==> src/rtl/x87_pkg.sv <==
// Shared x87 opcode constants and FIFO entry type.
// Used by the collect stage and the downstream decoder.
package x87_pkg;

    localparam logic [7:0] OP_FWAIT  = 8'h9B;
    localparam logic [7:0] OP_ESC_LO = 8'hD8;
    localparam logic [7:0] OP_ESC_HI = 8'hDF;

    localparam int X87_TAG_W = 32;

    typedef enum logic {
        S_OP1,
        S_OP2
    } x87_state_t;

    typedef struct packed {
        logic [7:0]           op1;
        logic [7:0]           op2;
        logic                 op2_valid;
        logic [X87_TAG_W-1:0] tag;
    } x87_entry_t;

    function automatic logic is_esc(input logic [7:0] b);
        return (b >= OP_ESC_LO) && (b <= OP_ESC_HI);
    endfunction

endpackage

==> src/rtl/x87_op_collect_if.sv <==
// Byte-in / opcode-out handshake bundle of the x87 collect stage.
// slave = the collector, master = its environment.
interface x87_op_collect_if #(
    parameter int TAG_W = 32
);
    logic             flush;
    logic             in_valid;
    logic [7:0]       in_byte;
    logic [TAG_W-1:0] in_tag;
    logic             in_ready;
    logic             out_valid;
    logic [7:0]       out_op1;
    logic [7:0]       out_op2;
    logic             out_op2_valid;
    logic             out_is_mem;
    logic [TAG_W-1:0] out_tag;
    logic             out_ready;
    logic             drop_pulse;
    logic [15:0]      drop_count;

    modport slave (
        input  flush, in_valid, in_byte, in_tag, out_ready,
        output in_ready, out_valid, out_op1, out_op2,
        output out_op2_valid, out_is_mem, out_tag,
        output drop_pulse, drop_count
    );

    modport master (
        output flush, in_valid, in_byte, in_tag, out_ready,
        input  in_ready, out_valid, out_op1, out_op2,
        input  out_op2_valid, out_is_mem, out_tag,
        input  drop_pulse, drop_count
    );
endinterface

==> src/rtl/x87_op_fifo.sv <==
// Generic pointer-based synchronous FIFO with flush.
// DEPTH must be a power of two so pointers wrap naturally.
module x87_op_fifo #(
    parameter int DEPTH = 2,
    parameter int WIDTH = 8
) (
    input  logic                     clk,
    input  logic                     rst_n,
    input  logic                     flush,
    input  logic                     push,
    input  logic [WIDTH-1:0]         wdata,
    input  logic                     pop,
    output logic [WIDTH-1:0]         rdata,
    output logic                     full,
    output logic                     empty,
    output logic [$clog2(DEPTH):0]   count
);
    localparam int AW = $clog2(DEPTH);

    logic [WIDTH-1:0] mem [DEPTH];
    logic [AW-1:0]    wr_ptr;
    logic [AW-1:0]    rd_ptr;
    logic [AW:0]      cnt_q;
    logic             do_push;
    logic             do_pop;

    assign full    = (cnt_q == (AW+1)'(DEPTH));
    assign empty   = (cnt_q == '0);
    assign count   = cnt_q;
    assign rdata   = mem[rd_ptr];
    assign do_push = push & ~full & ~flush;
    assign do_pop  = pop & ~empty & ~flush;

    always_ff @(posedge clk or negedge rst_n) begin
        if (!rst_n) begin
            wr_ptr <= '0;
            rd_ptr <= '0;
            cnt_q  <= '0;
        end else if (flush) begin
            wr_ptr <= '0;
            rd_ptr <= '0;
            cnt_q  <= '0;
        end else begin
            if (do_push)
                wr_ptr <= wr_ptr + 1'b1;
            if (do_pop)
                rd_ptr <= rd_ptr + 1'b1;
            if (do_push && !do_pop)
                cnt_q <= cnt_q + 1'b1;
            else if (do_pop && !do_push)
                cnt_q <= cnt_q - 1'b1;
        end
    end

    // Storage needs no reset: empty gates every read.
    always_ff @(posedge clk) begin
        if (do_push)
            mem[wr_ptr] <= wdata;
    end

endmodule

==> src/rtl/x87_op_collect.sv <==
// x87 opcode collector: assembles 1/2-byte x87 opcodes from the
// byte stream, queues them, and drops/counts non-x87 bytes.
module x87_op_collect
    import x87_pkg::*;
#(
    parameter int DEPTH = 2,
    parameter int TAG_W = X87_TAG_W
) (
    input  logic           clk,
    input  logic           rst_n,
    x87_op_collect_if.slave bus
);
    x87_state_t       state;
    x87_state_t       state_nxt;
    logic [7:0]       op1_q;
    logic [TAG_W-1:0] tag_q;
    logic             accept;
    logic             latch;
    logic             drop_hit;
    logic             push;
    logic             pop;
    x87_entry_t       wentry;
    x87_entry_t       head;
    logic             full;
    logic             empty;
    logic [$clog2(DEPTH):0] count;
    logic             drop_pulse_q;
    logic [15:0]      drop_count_q;

    assign bus.in_ready = ~full & ~bus.flush;
    assign accept       = bus.in_valid & bus.in_ready;
    assign pop          = bus.out_ready & ~empty & ~bus.flush;

    always_comb begin
        state_nxt = state;
        push      = 1'b0;
        latch     = 1'b0;
        drop_hit  = 1'b0;
        wentry    = '0;
        if (bus.flush) begin
            state_nxt = S_OP1;
        end else if (accept) begin
            unique case (state)
                S_OP1: begin
                    unique case (1'b1)
                        (bus.in_byte == OP_FWAIT): begin
                            push       = 1'b1;
                            wentry.op1 = OP_FWAIT;
                            wentry.tag = bus.in_tag;
                        end
                        is_esc(bus.in_byte): begin
                            latch     = 1'b1;
                            state_nxt = S_OP2;
                        end
                        default: drop_hit = 1'b1;
                    endcase
                end
                S_OP2: begin
                    push             = 1'b1;
                    wentry.op1       = op1_q;
                    wentry.op2       = bus.in_byte;
                    wentry.op2_valid = 1'b1;
                    wentry.tag       = tag_q;
                    state_nxt        = S_OP1;
                end
                default: state_nxt = S_OP1;
            endcase
        end
    end

    always_ff @(posedge clk or negedge rst_n) begin
        if (!rst_n) begin
            state        <= S_OP1;
            op1_q        <= '0;
            tag_q        <= '0;
            drop_pulse_q <= 1'b0;
            drop_count_q <= '0;
        end else begin
            state        <= state_nxt;
            drop_pulse_q <= drop_hit;
            if (latch) begin
                op1_q <= bus.in_byte;
                tag_q <= bus.in_tag;
            end
            if (drop_hit && drop_count_q != 16'hFFFF)
                drop_count_q <= drop_count_q + 16'd1;
        end
    end

    x87_op_fifo #(
        .DEPTH (DEPTH),
        .WIDTH ($bits(x87_entry_t))
    ) u_fifo (
        .clk   (clk),
        .rst_n (rst_n),
        .flush (bus.flush),
        .push  (push),
        .wdata (wentry),
        .pop   (pop),
        .rdata (head),
        .full  (full),
        .empty (empty),
        .count (count)
    );

    // count is exported by the FIFO for other users; not needed here.
    logic unused_count;
    assign unused_count = ^count;

    assign bus.out_valid     = ~empty;
    assign bus.out_op1       = empty ? 8'h00 : head.op1;
    assign bus.out_op2       = empty ? 8'h00 : head.op2;
    assign bus.out_op2_valid = ~empty & head.op2_valid;
    assign bus.out_is_mem    = ~empty & head.op2_valid
                             & (head.op2[7:6] != 2'b11);
    assign bus.out_tag       = empty ? '0 : head.tag;
    assign bus.drop_pulse    = drop_pulse_q;
    assign bus.drop_count    = drop_count_q;

endmodule
==> src/flat_wrapper.sv <==
// flat-port wrapper written by rule: the top's interface ports become plain ports
module x87_op_collect_flat import x87_pkg::*;
#(
    parameter int DEPTH = 2,
    parameter int TAG_W = X87_TAG_W
)
  (clk, rst_n, bus_flush, bus_in_valid, bus_in_byte, bus_in_tag, bus_out_ready, bus_in_ready, bus_out_valid, bus_out_op1, bus_out_op2, bus_out_op2_valid, bus_out_is_mem, bus_out_tag, bus_drop_pulse, bus_drop_count);
  x87_op_collect_if #(.TAG_W(TAG_W)) bus_i ();
  input  logic clk;
  input  logic rst_n;
  input wire logic [$bits(bus_i.flush)-1:0] bus_flush;
  input wire logic [$bits(bus_i.in_valid)-1:0] bus_in_valid;
  input wire logic [$bits(bus_i.in_byte)-1:0] bus_in_byte;
  input wire logic [$bits(bus_i.in_tag)-1:0] bus_in_tag;
  input wire logic [$bits(bus_i.out_ready)-1:0] bus_out_ready;
  output wire logic [$bits(bus_i.in_ready)-1:0] bus_in_ready;
  output wire logic [$bits(bus_i.out_valid)-1:0] bus_out_valid;
  output wire logic [$bits(bus_i.out_op1)-1:0] bus_out_op1;
  output wire logic [$bits(bus_i.out_op2)-1:0] bus_out_op2;
  output wire logic [$bits(bus_i.out_op2_valid)-1:0] bus_out_op2_valid;
  output wire logic [$bits(bus_i.out_is_mem)-1:0] bus_out_is_mem;
  output wire logic [$bits(bus_i.out_tag)-1:0] bus_out_tag;
  output wire logic [$bits(bus_i.drop_pulse)-1:0] bus_drop_pulse;
  output wire logic [$bits(bus_i.drop_count)-1:0] bus_drop_count;
  assign bus_i.flush = bus_flush;
  assign bus_i.in_valid = bus_in_valid;
  assign bus_i.in_byte = bus_in_byte;
  assign bus_i.in_tag = bus_in_tag;
  assign bus_i.out_ready = bus_out_ready;
  assign bus_in_ready = bus_i.in_ready;
  assign bus_out_valid = bus_i.out_valid;
  assign bus_out_op1 = bus_i.out_op1;
  assign bus_out_op2 = bus_i.out_op2;
  assign bus_out_op2_valid = bus_i.out_op2_valid;
  assign bus_out_is_mem = bus_i.out_is_mem;
  assign bus_out_tag = bus_i.out_tag;
  assign bus_drop_pulse = bus_i.drop_pulse;
  assign bus_drop_count = bus_i.drop_count;
  x87_op_collect #(.DEPTH(DEPTH), .TAG_W(TAG_W)) u_core (.clk(clk), .rst_n(rst_n), .bus(bus_i));
endmodule
==> config.mk <==
export PLATFORM = sky130hd
export DESIGN_NAME = x87_op_collect_flat
export DESIGN_NICKNAME = d
export VERILOG_FILES = /design/src/rtl/x87_pkg.sv /design/src/rtl/x87_op_collect_if.sv /design/src/rtl/x87_op_fifo.sv /design/src/rtl/x87_op_collect.sv /design/src/flat_wrapper.sv
export SDC_FILE = /design/constraint.sdc
export NUM_CORES = 1
export LEC_CHECK = 0
export ABC_AREA = 1
export BUFFER_PORTS_ARGS = -buffer_cell sky130_fd_sc_hd__buf_2
export CAP_MARGIN = 20
export CORE_UTILIZATION = 56
export DETAILED_ROUTE_END_ITERATION = 12
export PLACE_DENSITY = 0.84
export SLEW_MARGIN = 20
export SYNTH_ARGS = -nofsm -noshare
export SYNTH_HDL_FRONTEND = slang
export SYNTH_SLANG_ARGS = --single-unit
==> constraint.sdc <==
create_clock -name clk -period 4.65 [get_ports clk]
set_input_delay 0 -clock clk [delete_from_list [all_inputs] [get_ports clk]]
set_output_delay 0 -clock clk [all_outputs]
set_load 0.01 [all_outputs]
==> impl_metrics.env, run 1 <==
export IMPL_drive_above_1_share_pct=19.6
export IMPL_status="complete, no violations"
export IMPL_ys_ff_latch=160
export IMPL_port_buffers=113
export IMPL_worstHoldPathType="in -> reg"
export IMPL_netlist_top_cells_count="nand2_1, edfxtp_1, inv_1, dfrtp_1, nand3_1"
export IMPL_synth_seq_area_share_pct=64.0
export IMPL_synth_edff_count=98
export IMPL_first_iter_violations=487
export IMPL_synth_compound_area_share_pct=8.91
export IMPL_cts_buffer_depth=2
export IMPL_critical_path_class="reg -> out"
export IMPL_fill_cells=842
export IMPL_worst_pin_slew_ns=0.993
export IMPL_hold_viol=0
export IMPL_cts_resized=0
export IMPL_endpoint_kind="output pin"
export IMPL_worstPathArrival_ns=3.20
export IMPL_cpMaxStageDelayCell="dfrtp_2"
export IMPL_core_um2=12100
export IMPL_grt_pass1_wl_um=27200
export IMPL_die_y_um=114
export IMPL_first_global_vias=5439
export IMPL_pre_cts_slack_ns=1.65
export IMPL_synth_most_common_cell="nand2_1"
export IMPL_cts_sinks=160
export IMPL_cts_tree="yes"
export IMPL_cts_max_level=4
export IMPL_setup_tns_ns=0
export IMPL_antenna_cells=0
export IMPL_synth_area_leaders="edfxtp_1, dfrtp_1, nand2_1, nand3_1, a21oi_1"
export IMPL_worst_slack_ns=1.45
export IMPL_cp_required_ns=4.65
export IMPL_rsz0062_at_grt="false"
export IMPL_skew_ns=0.0126
export IMPL_synth_flop_cell="edfxtp_1"
export IMPL_clk_pin_slew_ns=0.06
export IMPL_post_cts_buffers=0
export IMPL_synth_nets=764
export IMPL_fmax_mhz=312
export IMPL_path_max_fanout=50
export IMPL_gr_usage_all_layers_pct=27.8
export IMPL_netlist_area_leader_share_pct=41.9
export IMPL_cts_buffers_inserted=17
export IMPL_setup_violations=0
export IMPL_post_dp_cell_area_um2=7710
export IMPL_synth_warnings=0
export IMPL_initial_core_util_pct=57.9
export IMPL_postSynth_asyncResetShare_pct=38.8
export IMPL_ant_nets=0
export IMPL_final_max_slew_violation_count=0
export IMPL_max_cap_violations=0
export IMPL_p_per_area_nw_per_um2=468
export IMPL_clk_latency_ns=0.42
export IMPL_leakage_nw=3.89
export IMPL_viasPerCell=5.38
export IMPL_netlist_area_um2=7020
export IMPL_max_slew_margin_pct=33.8
export IMPL_fin_util_pct=72.6
export IMPL_cp_cell_sequence="clkinv_1, buf_4, nand2_1, a21oi_1, o21a_1, buf_2"
export IMPL_grt_start_max_net_pins=63
export IMPL_drc=0
export IMPL_die_w_um=114
export IMPL_post_route_min_period_ns=3.20
export IMPL_clock_tree_root_cell="clkbuf_16"
export IMPL_synth_simple_area_share_pct=19.4
export IMPL_grt_overflow=0
export IMPL_synth_area_mux_share_pct=0.285
export IMPL_slowest_delay_ns=1.01
export IMPL_cp_start_kind="flop"
export IMPL_hpwl_um=9890
export IMPL_peakVddDrop_v=0.000252
export IMPL_synthDistinctLibCells=28
export IMPL_period_share_pct=68.8
export IMPL_place_gp_congestion=0.871
export IMPL_ctsHoldBuffers=41
export IMPL_synth_top_family_by_area="simple AND/OR/NAND/NOR gates"
export IMPL_vias=5621
export IMPL_final_area_um2=8790
export IMPL_io_pins=114
export IMPL_dieArea_um2=13000
export IMPL_synth_area_leader_cell="edfxtp_1"
export IMPL_holdWs_ns=0.0239
export IMPL_syn2layout_area_growth_pct=25.2
export IMPL_antenna_found_initial=0
export IMPL_row_count=40
export IMPL_nets=909
export IMPL_drt_pass1_iterations=5
export IMPL_synthAdderAreaFrac_pct=0.178
export IMPL_syn_inst=718
export IMPL_drt_wl_total_um=17200
export IMPL_synth_xor_area_share_pct=1.25
export IMPL_wire_per_inst_um=16.5
export IMPL_postSynthAreaPerCell_um2=9.77
==> power breakdown <==
group	internal, mW	switching [mW]
clock	0.905	0.586
sequential	1.62	0.110
combinational	0.315	0.584
total	2.84	1.28
==> critical path: cells and delay by family, from the launching register on <==
| family | cells | cell delay (ns) |
|---|---|---|
| buffers and inverters | 3 | 1.45 |
| DFF | 1 | 1.01 |
| AOI/OAI and AO/OA | 2 | 0.20 |
| and+or+nand+nor | 1 | 0.09 |
==> per-layer routing <==
| metal | global-route usage [%] | share of wire (%) | vias to the layer above | wire, um |
|---|---|---|---|---|
| met5 | 0 | 0 | - | 0 |
| met2 | 47.0 | 50 | 250 | 8610 |
| met4 | 11.8 | 2.9 | 0 | 494 |
| li1 | - | - | 2680 | - |
| met1 | 35.4 | 41 | 2655 | 7020 |
| met3 | 5.10 | 6.1 | 36 | 1060 |
==> flip-flops by register name (all words and copies together), names as in the netlist <==
register,flops
u_core.u_fifo.mem,98
u_core.bus.drop_count,16
u_core.u_fifo.count,2
u_core.tag_q,32
u_core.u_fifo.wr_ptr,1
u_core.op1_q,8
u_core.bus.drop_pulse,1
u_core.u_fifo.rd_ptr,1
u_core.state,1
==> placed cells by master, fill, tap and decap left out <==
master and instances:
nand2_1 207, buf_2 113, edfxtp_1 98, inv_1 63, dfrtp_1 61, nand3_1 57
a21oi_1 52, o21ai_1 43, dlygate4sd3_1 41, nor2_1 29, o21ai_0 27, clkbuf_16 18
nor2_4 8, buf_4 8, nand4_1 5, xor2_1 5, xnor2_1 5, nand2_2 4
nor3_1 4, inv_6 4, bufinv_16 3, mux2i_1 2, nor2_2 2, inv_8 2
clkinvlp_4 2, clkinv_1 1, nand2_4 1, nor4_4 1, o21a_1 1, nand3_2 1
inv_2 1, o31ai_1 1, ha_1 1, clkbuf_8 1, clkbuf_1 1, clkinv_2 1
buf_16 1, dfrtp_2 1
==> stage by stage <==
step / cells / total power, mW
finish: 1044 / 4.12
global route: 1044 / 4.30
CTS: 1043 / 4.11
detailed placement: 970 / 2.60
global placement: 970 / 2.58
floorplan: 718 / 2.25
==> cells by family after synthesis <==
group                      Yosys count
and+or+nand+nor                    319
buffers and inverters              102
AOI/OAI and AO/OA                  124
xor gates and xnor gates            10
DFF                                160
adders and majority gates            1
muxes                                2
==> final timing paths <==
check / endpoint / startpoint / slack (ns) / cells after the start
setup / recovery: bus_out_is_mem / u_core.u_fifo.rd_ptr$_DFFE_PN0P_ / 1.45 / 6
hold / removal: u_core.bus.drop_pulse$_DFF_PN0_ / bus_in_valid / 0.02 / 3
setup reg to reg: u_core.tag_q[24]$_DFFE_PN0P_ / u_core.u_fifo.count[1]$_DFFE_PN0P_ / 1.87 / 11
hold reg to reg: u_core.op1_q[3]$_DFFE_PN0P_ / u_core.op1_q[3]$_DFFE_PN0P_ / 0.46 / 2
max in group asynchronous: u_core.u_fifo.rd_ptr$_DFFE_PN0P_ / rst_n / 3.78 / 3
min in group asynchronous: u_core.tag_q[21]$_DFFE_PN0P_ / rst_n / 0.29 / 3
==> area by class of cell <==
cell class / instances / area [um^2] / area share, %
inverter: 65 / 244 / 2.78
timing repair buffer: 163 / 1060 / 12.1
multi-input combinational: 456 / 2140 / 24.3
tap: 168 / 210 / 2.39
clock inverter: 12 / 168 / 1.91
clock buffer: 20 / 468 / 5.33
sequential: 160 / 4500 / 51.2
(Power assumes the default switching activity.)
==> run 2, diff against run 1 <==
- clock period: 4.65 -> 3.3 ns (I/O delays scaled with it)
==> run 2 against run 1 <==
  * Flip-flop and latch count stayed put
  * Clock-buffer cell count is 2 higher
  * Final cell count is 0.19% higher
  * Non-clock buffer count is 3 higher
  * Routed wire length is 6.2% lower
  * Largest power group unchanged
  * Clock skew is 0.0066 ns lower
  * Power is 31% higher
  * Global-route usage is 1.4 points lower
  * Worst hold slack better by 0.0011 ns
==> impl_metrics.env, run 2 (synthesis results as in run 1) <==
export IMPL_largest_reg_flops=98
export IMPL_drt_pass1_iterations=5
export IMPL_rsz0062_at_grt="false"
export IMPL_dp_cells=974
export IMPL_fin_total_pwr_mw=5.38
export IMPL_viasPerCell=5.27
export IMPL_clk_pin_slew_ns=0.06
export IMPL_timing_rr_end="u_core.u_fifo.mem[1][34]$_DFFE_PP_"
export IMPL_endpoint_kind="flop"
export IMPL_cts_buffer_depth=2
export IMPL_first_iter_violations=390
export IMPL_hpwl_um=10300
export IMPL_pre_cts_slack_ns=1.10
export IMPL_cpMaxStageDelayCell="nor2_4"
export IMPL_final_area_um2=8680
export IMPL_fmax_mhz=452
export IMPL_ant_nets=0
export IMPL_post_dp_cell_area_um2=7770
export IMPL_nets=912
export IMPL_final_max_slew_violation_count=0
export IMPL_period_share_pct=67.0
export IMPL_cp_cell_sequence="inv_1, nor2_1, nor2_4, nand2_4, inv_1, nand2_2, nor2_4, buf_12"
export IMPL_post_route_min_period_ns=2.21
export IMPL_worst_pin_slew_ns=0.847
export IMPL_instances_no_fill=1046
export IMPL_cts_buffers_inserted=17
export IMPL_antenna_found_initial=0
export IMPL_drc=0
export IMPL_max_cap_violations=0
export IMPL_grt_start_max_net_pins=50
export IMPL_crit_reg2reg_launch="u_core.u_fifo.count[1]$_DFFE_PN0P_"
export IMPL_gr_usage_all_layers_pct=26.4
export IMPL_critical_path_class="reg -> reg"
export IMPL_cts_sinks=160
export IMPL_port_buffers=113
export IMPL_grt_pass1_wl_um=25700
export IMPL_min_from="bus_in_valid"
export IMPL_ctsHoldBuffers=41
export IMPL_antenna_cells=0
export IMPL_dieArea_um2=13000
export IMPL_path_max_fanout=32
export IMPL_grt_overflow=0
export IMPL_cp_start_kind="flop"
export IMPL_worstPathArrival_ns=2.32
export IMPL_wire_per_inst_um=15.4
export IMPL_status="complete, no violations"
export IMPL_row_count=40
export IMPL_post_cts_buffers=0
export IMPL_ff2ff_setup_slack_ns=1.09
export IMPL_die_y_um=114
export IMPL_hold_viol=0
export IMPL_peakVddDrop_v=0.000450
export IMPL_cp_required_ns=3.41
export IMPL_whs_path_depth=3
export IMPL_worstHoldPathType="in -> reg"
export IMPL_worstRegToRegCells=8
export IMPL_cts_resized=0
export IMPL_syn2layout_area_growth_pct=23.7
export IMPL_leakage_nw=3.84
export IMPL_top_register="u_core.u_fifo.mem"
export IMPL_p_per_area_nw_per_um2=620
export IMPL_initial_core_util_pct=57.9
export IMPL_place_gp_congestion=0.832
export IMPL_drt_wl_total_um=16100
export IMPL_layout_commonest_cell="nand2_1"
export IMPL_die_w_um=114
export IMPL_slowest_delay_ns=0.50
export IMPL_skew_ns=0.00595
export IMPL_clk_latency_ns=0.42
export IMPL_core_um2=12100
export IMPL_worst_slack_ns=1.09
export IMPL_drive_above_1_share_pct=19.2
export IMPL_max_slew_margin_pct=43.4
export IMPL_setup_violations=0
export IMPL_first_global_vias=5281
export IMPL_io_pins=114
export IMPL_vias=5512
export IMPL_cts_tree="yes"
export IMPL_cts_max_level=4
export IMPL_hold_end="u_core.bus.drop_pulse$_DFF_PN0_"
export IMPL_clock_tree_root_cell="clkbuf_16"
export IMPL_mostFrequentLayoutCells="nand2_1, buf_2, edfxtp_1"
[run 2: changes by cell type in the layout (fill, tap and decap cells not counted), sizes merged]
cell,delta
clkinvlp,-1
clkbuf,+2
clkinv,+7
bufinv,-3
buf,+3
inv,-6
[run 2: how the worst max path moves through the flow]
| stage | start | end | slack [ns] | cells after the start |
|---|---|---|---|---|
| after global placement | u_core.u_fifo.count[1]$_DFFE_PN0P_ | u_core.u_fifo.mem[1][29]$_DFFE_PP_ | 1.18 | 8 |
| after CTS | u_core.u_fifo.count[1]$_DFFE_PN0P_ | u_core.u_fifo.mem[1][17]$_DFFE_PP_ | 1.06 | 8 |
| final | u_core.u_fifo.count[1]$_DFFE_PN0P_ | u_core.u_fifo.mem[1][34]$_DFFE_PP_ | 1.09 | 8 |
| after floorplan | u_core.u_fifo.count[1]$_DFFE_PN0P_ | u_core.u_fifo.mem[0][0]$_DFFE_PP_ | -0.19 | 7 |
| after global routing | u_core.u_fifo.count[1]$_DFFE_PN0P_ | u_core.u_fifo.mem[0][28]$_DFFE_PP_ | 0.91 | 8 |
| after detailed placement | u_core.u_fifo.count[1]$_DFFE_PN0P_ | u_core.u_fifo.mem[0][27]$_DFFE_PP_ | 1.10 | 8 |
[run 2: critical path, delay by kind of cell (launching register included)]
kind | cells | cell delay [ns]
buf+inv | 3 | 0.51
flops | 1 | 0.42
simple gates | 5 | 0.95
[run 2: final cells by class]
cell class,count,area [um^2]
Sequential cell,160,4500
Multi-Input combinational cell,456,2140
Timing Repair Buffer,166,1090
Fill cell,861,3430
Inverter,65,244
Tap cell,168,210
Clock inverter,9,45.0
Clock buffer,22,454
[run 2: per-stage QoR]
stage / TNS (ns) / hold slack (ns) / util [%]
after CTS: 0 / 0.0135 / 71.7
after global routing: 0 / 0.0256 / 71.7
after detailed placement: 0 / 0.106 / 64.1
final: 0 / 0.0250 / 71.7
after floorplan: -18.87 / -0.296 / -
after global placement: 0 / 0.0968 / 64.1
[run 2: report_power, final]
part	internal (mW)	leakage (nW)	switching, mW	total [mW]
Clock	0.961	0.248	0.719	1.68
Sequential	2.28	1.65	0.0866	2.37
Combinational	0.455	1.94	0.875	1.33
Total	3.70	3.84	1.68	5.38
[run 2: metal layers]
layer	global-route usage, %	share of wire (%)	vias up
met5	0	0	-
met4	10.2	2.0	0
met3	5.79	6.2	29
met2	44.8	51	200
met1	33.3	41	2601
li1	-	-	2682
